===== config.mk =====
export PLATFORM = sky130hd
export DESIGN_NAME = multicycle_control_unit
export DESIGN_NICKNAME = d
export VERILOG_FILES = /design/src/rtl/multicycle_control_unit.sv
export SDC_FILE = /design/constraint.sdc
export NUM_CORES = 1
export LEC_CHECK = 0
export ABC_AREA = 1
export BUFFER_PORTS_ARGS = -buffer_cell sky130_fd_sc_hd__buf_2
export CORE_ASPECT_RATIO = 0.7
export CORE_MARGIN = 2
export CORE_UTILIZATION = 40
export CTS_CLUSTER_DIAMETER = 100
export DETAILED_ROUTE_END_ITERATION = 8
export MAX_ROUTING_LAYER = met4
export PLACE_DENSITY = 0.72
export SLEW_MARGIN = 20
export SYNTH_ARGS = -nofsm -noshare
export SYNTH_HDL_FRONTEND = slang
export SYNTH_SLANG_ARGS = --single-unit

===== constraint.sdc =====
create_clock -name clk -period 2.2 [get_ports clk]
set_input_delay 0 -clock clk [delete_from_list [all_inputs] [get_ports clk]]
set_output_delay 0 -clock clk [all_outputs]
set_load 0.02 [all_outputs]

===== src/rtl/multicycle_control_unit.sv =====
// rtl/multicycle_control_unit.sv - multi-cycle RISC-V control FSM with memory handshakes, timeout trap and retire counter
module multicycle_control_unit #(
    parameter int TIMEOUT_CYCLES = 16,
    parameter int CNT_W          = 32
) (
    input  logic             clk,
    input  logic             arst,
    input  logic             enable,
    input  logic [6:0]       opcode,
    input  logic             alu_zero,
    input  logic             imem_ready,
    input  logic             dmem_ready,
    output logic             imem_req,
    output logic             dmem_req,
    output logic             ir_write,
    output logic             pc_write,
    output logic [1:0]       pc_src,
    output logic [1:0]       alu_src_b,
    output logic [1:0]       alu_op,
    output logic             mem_read,
    output logic             mem_write,
    output logic             reg_write,
    output logic [1:0]       wb_sel,
    output logic             branch,
    output logic             jump,
    output logic             busy,
    output logic             fault,
    output logic [2:0]       state,
    output logic [CNT_W-1:0] retired
);

    localparam logic [2:0] S_IDLE   = 3'd0;
    localparam logic [2:0] S_FETCH  = 3'd1;
    localparam logic [2:0] S_DECODE = 3'd2;
    localparam logic [2:0] S_EXEC   = 3'd3;
    localparam logic [2:0] S_MEM    = 3'd4;
    localparam logic [2:0] S_WB     = 3'd5;
    localparam logic [2:0] S_TRAP   = 3'd6;

    localparam logic [6:0] OP_R     = 7'b0110011;
    localparam logic [6:0] OP_I     = 7'b0010011;
    localparam logic [6:0] OP_BEQ   = 7'b1100011;
    localparam logic [6:0] OP_JAL   = 7'b1101111;
    localparam logic [6:0] OP_LOAD  = 7'b0000011;
    localparam logic [6:0] OP_STORE = 7'b0100011;

    localparam int WAIT_W = (TIMEOUT_CYCLES > 0) ? $clog2(TIMEOUT_CYCLES + 1) : 1;
    // Last wait-count value before the request expires; ready on that cycle still completes.
    localparam logic [WAIT_W-1:0] WAIT_LIMIT = WAIT_W'((TIMEOUT_CYCLES > 0) ? TIMEOUT_CYCLES - 1 : 0);

    logic [6:0]        op_q;
    logic [WAIT_W-1:0] wait_cnt;
    logic [2:0]        state_next;
    logic              retire;
    logic              supported;
    logic              fetch_timeout;
    logic              mem_timeout;
    logic [2:0]        after_retire;

    always_comb begin
        supported     = (opcode == OP_R) || (opcode == OP_I) || (opcode == OP_BEQ) ||
                        (opcode == OP_JAL) || (opcode == OP_LOAD) || (opcode == OP_STORE);
        fetch_timeout = (TIMEOUT_CYCLES != 0) && !imem_ready && (wait_cnt == WAIT_LIMIT);
        mem_timeout   = (TIMEOUT_CYCLES != 0) && !dmem_ready && (wait_cnt == WAIT_LIMIT);
        after_retire  = enable ? S_FETCH : S_IDLE;
        state_next    = state;
        retire        = 1'b0;
        case (state)
            S_IDLE:   if (enable) state_next = S_FETCH;
            S_FETCH: begin
                if (imem_ready)         state_next = S_DECODE;
                else if (fetch_timeout) state_next = S_TRAP;
            end
            S_DECODE: state_next = supported ? S_EXEC : S_TRAP;
            S_EXEC: begin
                case (op_q)
                    OP_R, OP_I, OP_JAL: state_next = S_WB;
                    OP_LOAD, OP_STORE:  state_next = S_MEM;
                    OP_BEQ: begin
                        retire     = 1'b1;
                        state_next = after_retire;
                    end
                    default:            state_next = S_TRAP;
                endcase
            end
            S_MEM: begin
                if (dmem_ready) begin
                    if (op_q == OP_LOAD) begin
                        state_next = S_WB;
                    end else begin
                        retire     = 1'b1;
                        state_next = after_retire;
                    end
                end else if (mem_timeout) begin
                    state_next = S_TRAP;
                end
            end
            S_WB: begin
                retire     = 1'b1;
                state_next = after_retire;
            end
            S_TRAP:   state_next = S_TRAP;
            default:  state_next = S_IDLE;
        endcase
    end

    always_ff @(posedge clk or posedge arst) begin
        if (arst) begin
            state    <= S_IDLE;
            op_q     <= 7'd0;
            wait_cnt <= '0;
            retired  <= '0;
        end else begin
            state <= state_next;
            if (state == S_DECODE) op_q <= opcode;
            if ((state_next == S_FETCH && state != S_FETCH) || (state_next == S_MEM && state != S_MEM))
                wait_cnt <= '0;
            else if ((state == S_FETCH && !imem_ready) || (state == S_MEM && !dmem_ready))
                wait_cnt <= wait_cnt + WAIT_W'(1);
            if (retire) retired <= retired + CNT_W'(1);
        end
    end

    always_comb begin
        imem_req  = 1'b0;
        dmem_req  = 1'b0;
        ir_write  = 1'b0;
        pc_write  = 1'b0;
        pc_src    = 2'b00;
        alu_src_b = 2'b00;
        alu_op    = 2'b00;
        mem_read  = 1'b0;
        mem_write = 1'b0;
        reg_write = 1'b0;
        wb_sel    = 2'b00;
        branch    = 1'b0;
        jump      = 1'b0;
        case (state)
            S_FETCH: begin
                imem_req = 1'b1;
                ir_write = imem_ready;
                pc_write = imem_ready;
            end
            S_EXEC: begin
                case (op_q)
                    OP_R: alu_op = 2'b10;
                    OP_I, OP_LOAD, OP_STORE: alu_src_b = 2'b01;
                    OP_BEQ: begin
                        alu_op   = 2'b01;
                        branch   = 1'b1;
                        pc_src   = 2'b01;
                        pc_write = alu_zero;
                    end
                    OP_JAL: begin
                        jump     = 1'b1;
                        pc_src   = 2'b10;
                        pc_write = 1'b1;
                    end
                    default: ;
                endcase
            end
            S_MEM: begin
                dmem_req  = 1'b1;
                mem_read  = (op_q == OP_LOAD);
                mem_write = (op_q == OP_STORE);
            end
            S_WB: begin
                reg_write = 1'b1;
                if (op_q == OP_LOAD)     wb_sel = 2'b01;
                else if (op_q == OP_JAL) wb_sel = 2'b10;
            end
            default: ;
        endcase
        busy  = (state != S_IDLE) && (state != S_TRAP);
        fault = (state == S_TRAP);
    end

endmodule


==> flow_summary.toml <==
[die]
die_h_um = 76.98
die_w_um = 108.2
initial_utilization_pct = 41.57
core_area_mm2 = 0.007320
fp-row-count = 26
io_pins = 67
dieArea_mm2 = 0.008332

[setup_path]
critPathRequiredTime_ps = 2400
worstPathArrival_ps = 2190
critPathCaptureType = "flip-flop"
start_kind = "flip-flop"
crit_fanout = 5
worstSetupPathType = "flip-flop to flip-flop"

[cells_and_area]
fin_cells = 587
post-route-util_pct = 49.91
final_net_count = 504
multi_input_area_mm2 = 0.001593
mostFrequentLayoutCells = "nand2_1, buf_2, inv_1"
seqCellArea_mm2 = 0.001176
layout_commonest_cell = "nand2_1"
drive_gt1_share_pct = 21.68
fill_cells = 737
n_antenna_cell = 0
area_delta_synth_final_pct = 20.07

[placed_design]
gp_congestion = 0.9119
dp.cells = 571
dpl_worst_slack_ps = 194.7
portBuffers = 65
hpwlAfterDp_um = 5840

[clocking]
post_cts.repair.setup_buffers = 0
cts_inserted_buffers = 5
clockBufferDepth = 2
root_buffer = "clkbuf_8"
htreeDepth = 2
clk_latency_ps = 300
path_clk_slew_ps = 90
cts_tree = "done"
clock-sinks = 47

[route]
vias_per_cell = 4.891
wl_per_cell_um = 12.76
drc = 0
wl_um = 7492
vias = 2871
drt_first_pass_iters = 5
dr.first_iter.drc_count = 155
antenna_left = 0

[global_route]
grt_max_degree = 42
grt_pass1_vias = 2689
grt_pass1_wl_um = 12650
gr-total-overflow = 0
antenna_found_initial = 0
track_usage_pct = 19.61

[timing]
fmax_mhz = 501.0
min_period_ps = 1996
worst_pin_slew_ps = 536.1
rsz0062_at_grt = "false"
hold_viol_final = 0
setup_viol = 0
setup-tns-final_ps = 0
post-route-period-util_pct = 90.72
finalMaxSlewViolations = 0
setup_ws_ps = 204.1
skew_ps = 8.675
relSlewSlack_pct = 63.93

[job]
maxCapViolations = 0

[synthesis]
syn_area_mm2 = 0.003043
synthCells = 412
yosys_warnings = 0
ys_seq_area_share_pct = 38.65
yosysUniqueCellTypes = 36
synth_seq_cells = 47
syn-num-nets = 428
postSynthAreaPerCell_um2 = 7.386

[run_status]
status = "complete, no violations"

[power]
peakVddDrop_mv = 0.5570
pwr_density_cell_mw_per_mm2 = 998.5
cellLeakagePower_nw = 1.930

[worst_hold_path]
worstHoldPathType = "primary input to asynchronous set/reset pin"
## per-layer routing
metal | GRT usage [%] | part of all wire, % | up-vias
met5 | - | 0 | -
met4 | 6.154 | 1.7 | 0
met3 | 3.316 | 7.1 | 14
met2 | 28.11 | 44 | 87
met1 | 28.26 | 47 | 1330
li1 | - | - | 1440
## critical path, cell delays in order, from the launching register on
cell and delay, ps:
dfrtp_1 420, ha_1 220, and3_1 180, ha_1 220
inv_1 90, nand3_1 70, nand2_1 70, nand2_1 50
nor2_2 90, o21ai_1 90, nor2_1 130, nand3_2 90
nand2_2 110, nor2_1 50
## final cells by class
class	instances	share of cell area (%)
clock inverters	2	0.9589
multi-input cells	300	43.60
flip-flops and latches	47	32.19
well taps	98	3.356
repair buffers	75	11.51
inverters	59	6.130
clock buffers	6	2.260
## repair_timing
item	CTS	global route
hold buffers	8	0
resized for setup	0	2
hold endpoints to repair	54	0
setup endpoints to repair	0	5
## power breakdown
| group | switching, mW | internal, mW |
|---|---|---|
| sequential | 0.258 | 1.08 |
| combinational | 1.14 | 0.511 |
| clock | 0.292 | 0.368 |
## Yosys cell counts
cell type  count  area, um^2
nand2_1      121       454.2
inv_1         56       210.2
nor2_1        52       195.2
dfrtp_1       47        1176
xor2_1        18       157.7
nand3_1       15       75.07
nand4_1       13       81.33
nor3_1        12       60.06
xnor2_1       10       87.58
o21ai_0        8       40.04
nand2_2        6       37.54
nor4_1         6       37.54
o21ai_1        6       30.03
nor2_2         5       31.28
nor2_4         5       56.30
a21oi_1        4       20.02
buf_6          3       33.78
ha_1           3       37.54
buf_4          2       15.01
inv_2          2       7.510
nand3_2        2       20.02
nor3_4         2       32.53
a211o_1        1       8.760
and3_1         1       6.260
clkbuf_1       1       3.750
conb_1         1       3.750
inv_4          1       6.260
mux2i_1        1       10.01
nand2_4        1       11.26
nand3_4        1       17.52
nand3b_1       1       7.510
nand4_2        1       12.51
nand4_4        1       21.27
nor2_8         1       20.02
nor3_2         1       10.01
o21bai_1       1       7.510
## stage by stage
step,total power [mW],cell area [um^2],hold WS [ps]
6_report,3.648,3654,107.6
2_1_floorplan,2.544,3043,116.6
3_3_place_gp,2.931,3453,-104.8
4_1_cts,3.661,3651,98.70
5_1_grt,3.936,3654,124.6
3_5_place_dp,2.974,3453,-100.4
## logic make-up after synthesis
logic type,synth area share (%)
mux,0.3290
fa+ha+maj,1.234
buf+inv,9.087
other cells,0.1232
flops,38.65
compound gates,3.495
simple gates,39.02
xor+xnor,8.059
## worst paths after layout
check | slack [ps] | end | start | cells after the start
min in group clk | 110 | state[0]$_DFF_PP0_ | enable | 5
max reg2reg | 200 | wait_cnt[2]$_DFFE_PP0P_ | wait_cnt[0]$_DFFE_PP0P_ | 13
min reg2reg | 480 | op_q[0]$_DFFE_PP0P_ | op_q[0]$_DFFE_PP0P_ | 2
max | 200 | wait_cnt[2]$_DFFE_PP0P_ | wait_cnt[0]$_DFFE_PP0P_ | 13
min | 110 | retired[2]$_DFFE_PP0P_ | arst | 3
max in group asynchronous | 1350 | retired[27]$_DFFE_PP0P_ | arst | 4
## flip-flops by register name, summed over array words and instances (netlist names)
| name | count |
|---|---|
| wait_cnt | 5 |
| op_q | 7 |
| retired | 32 |
| state | 3 |
Power figures use the tool's default switching activity.
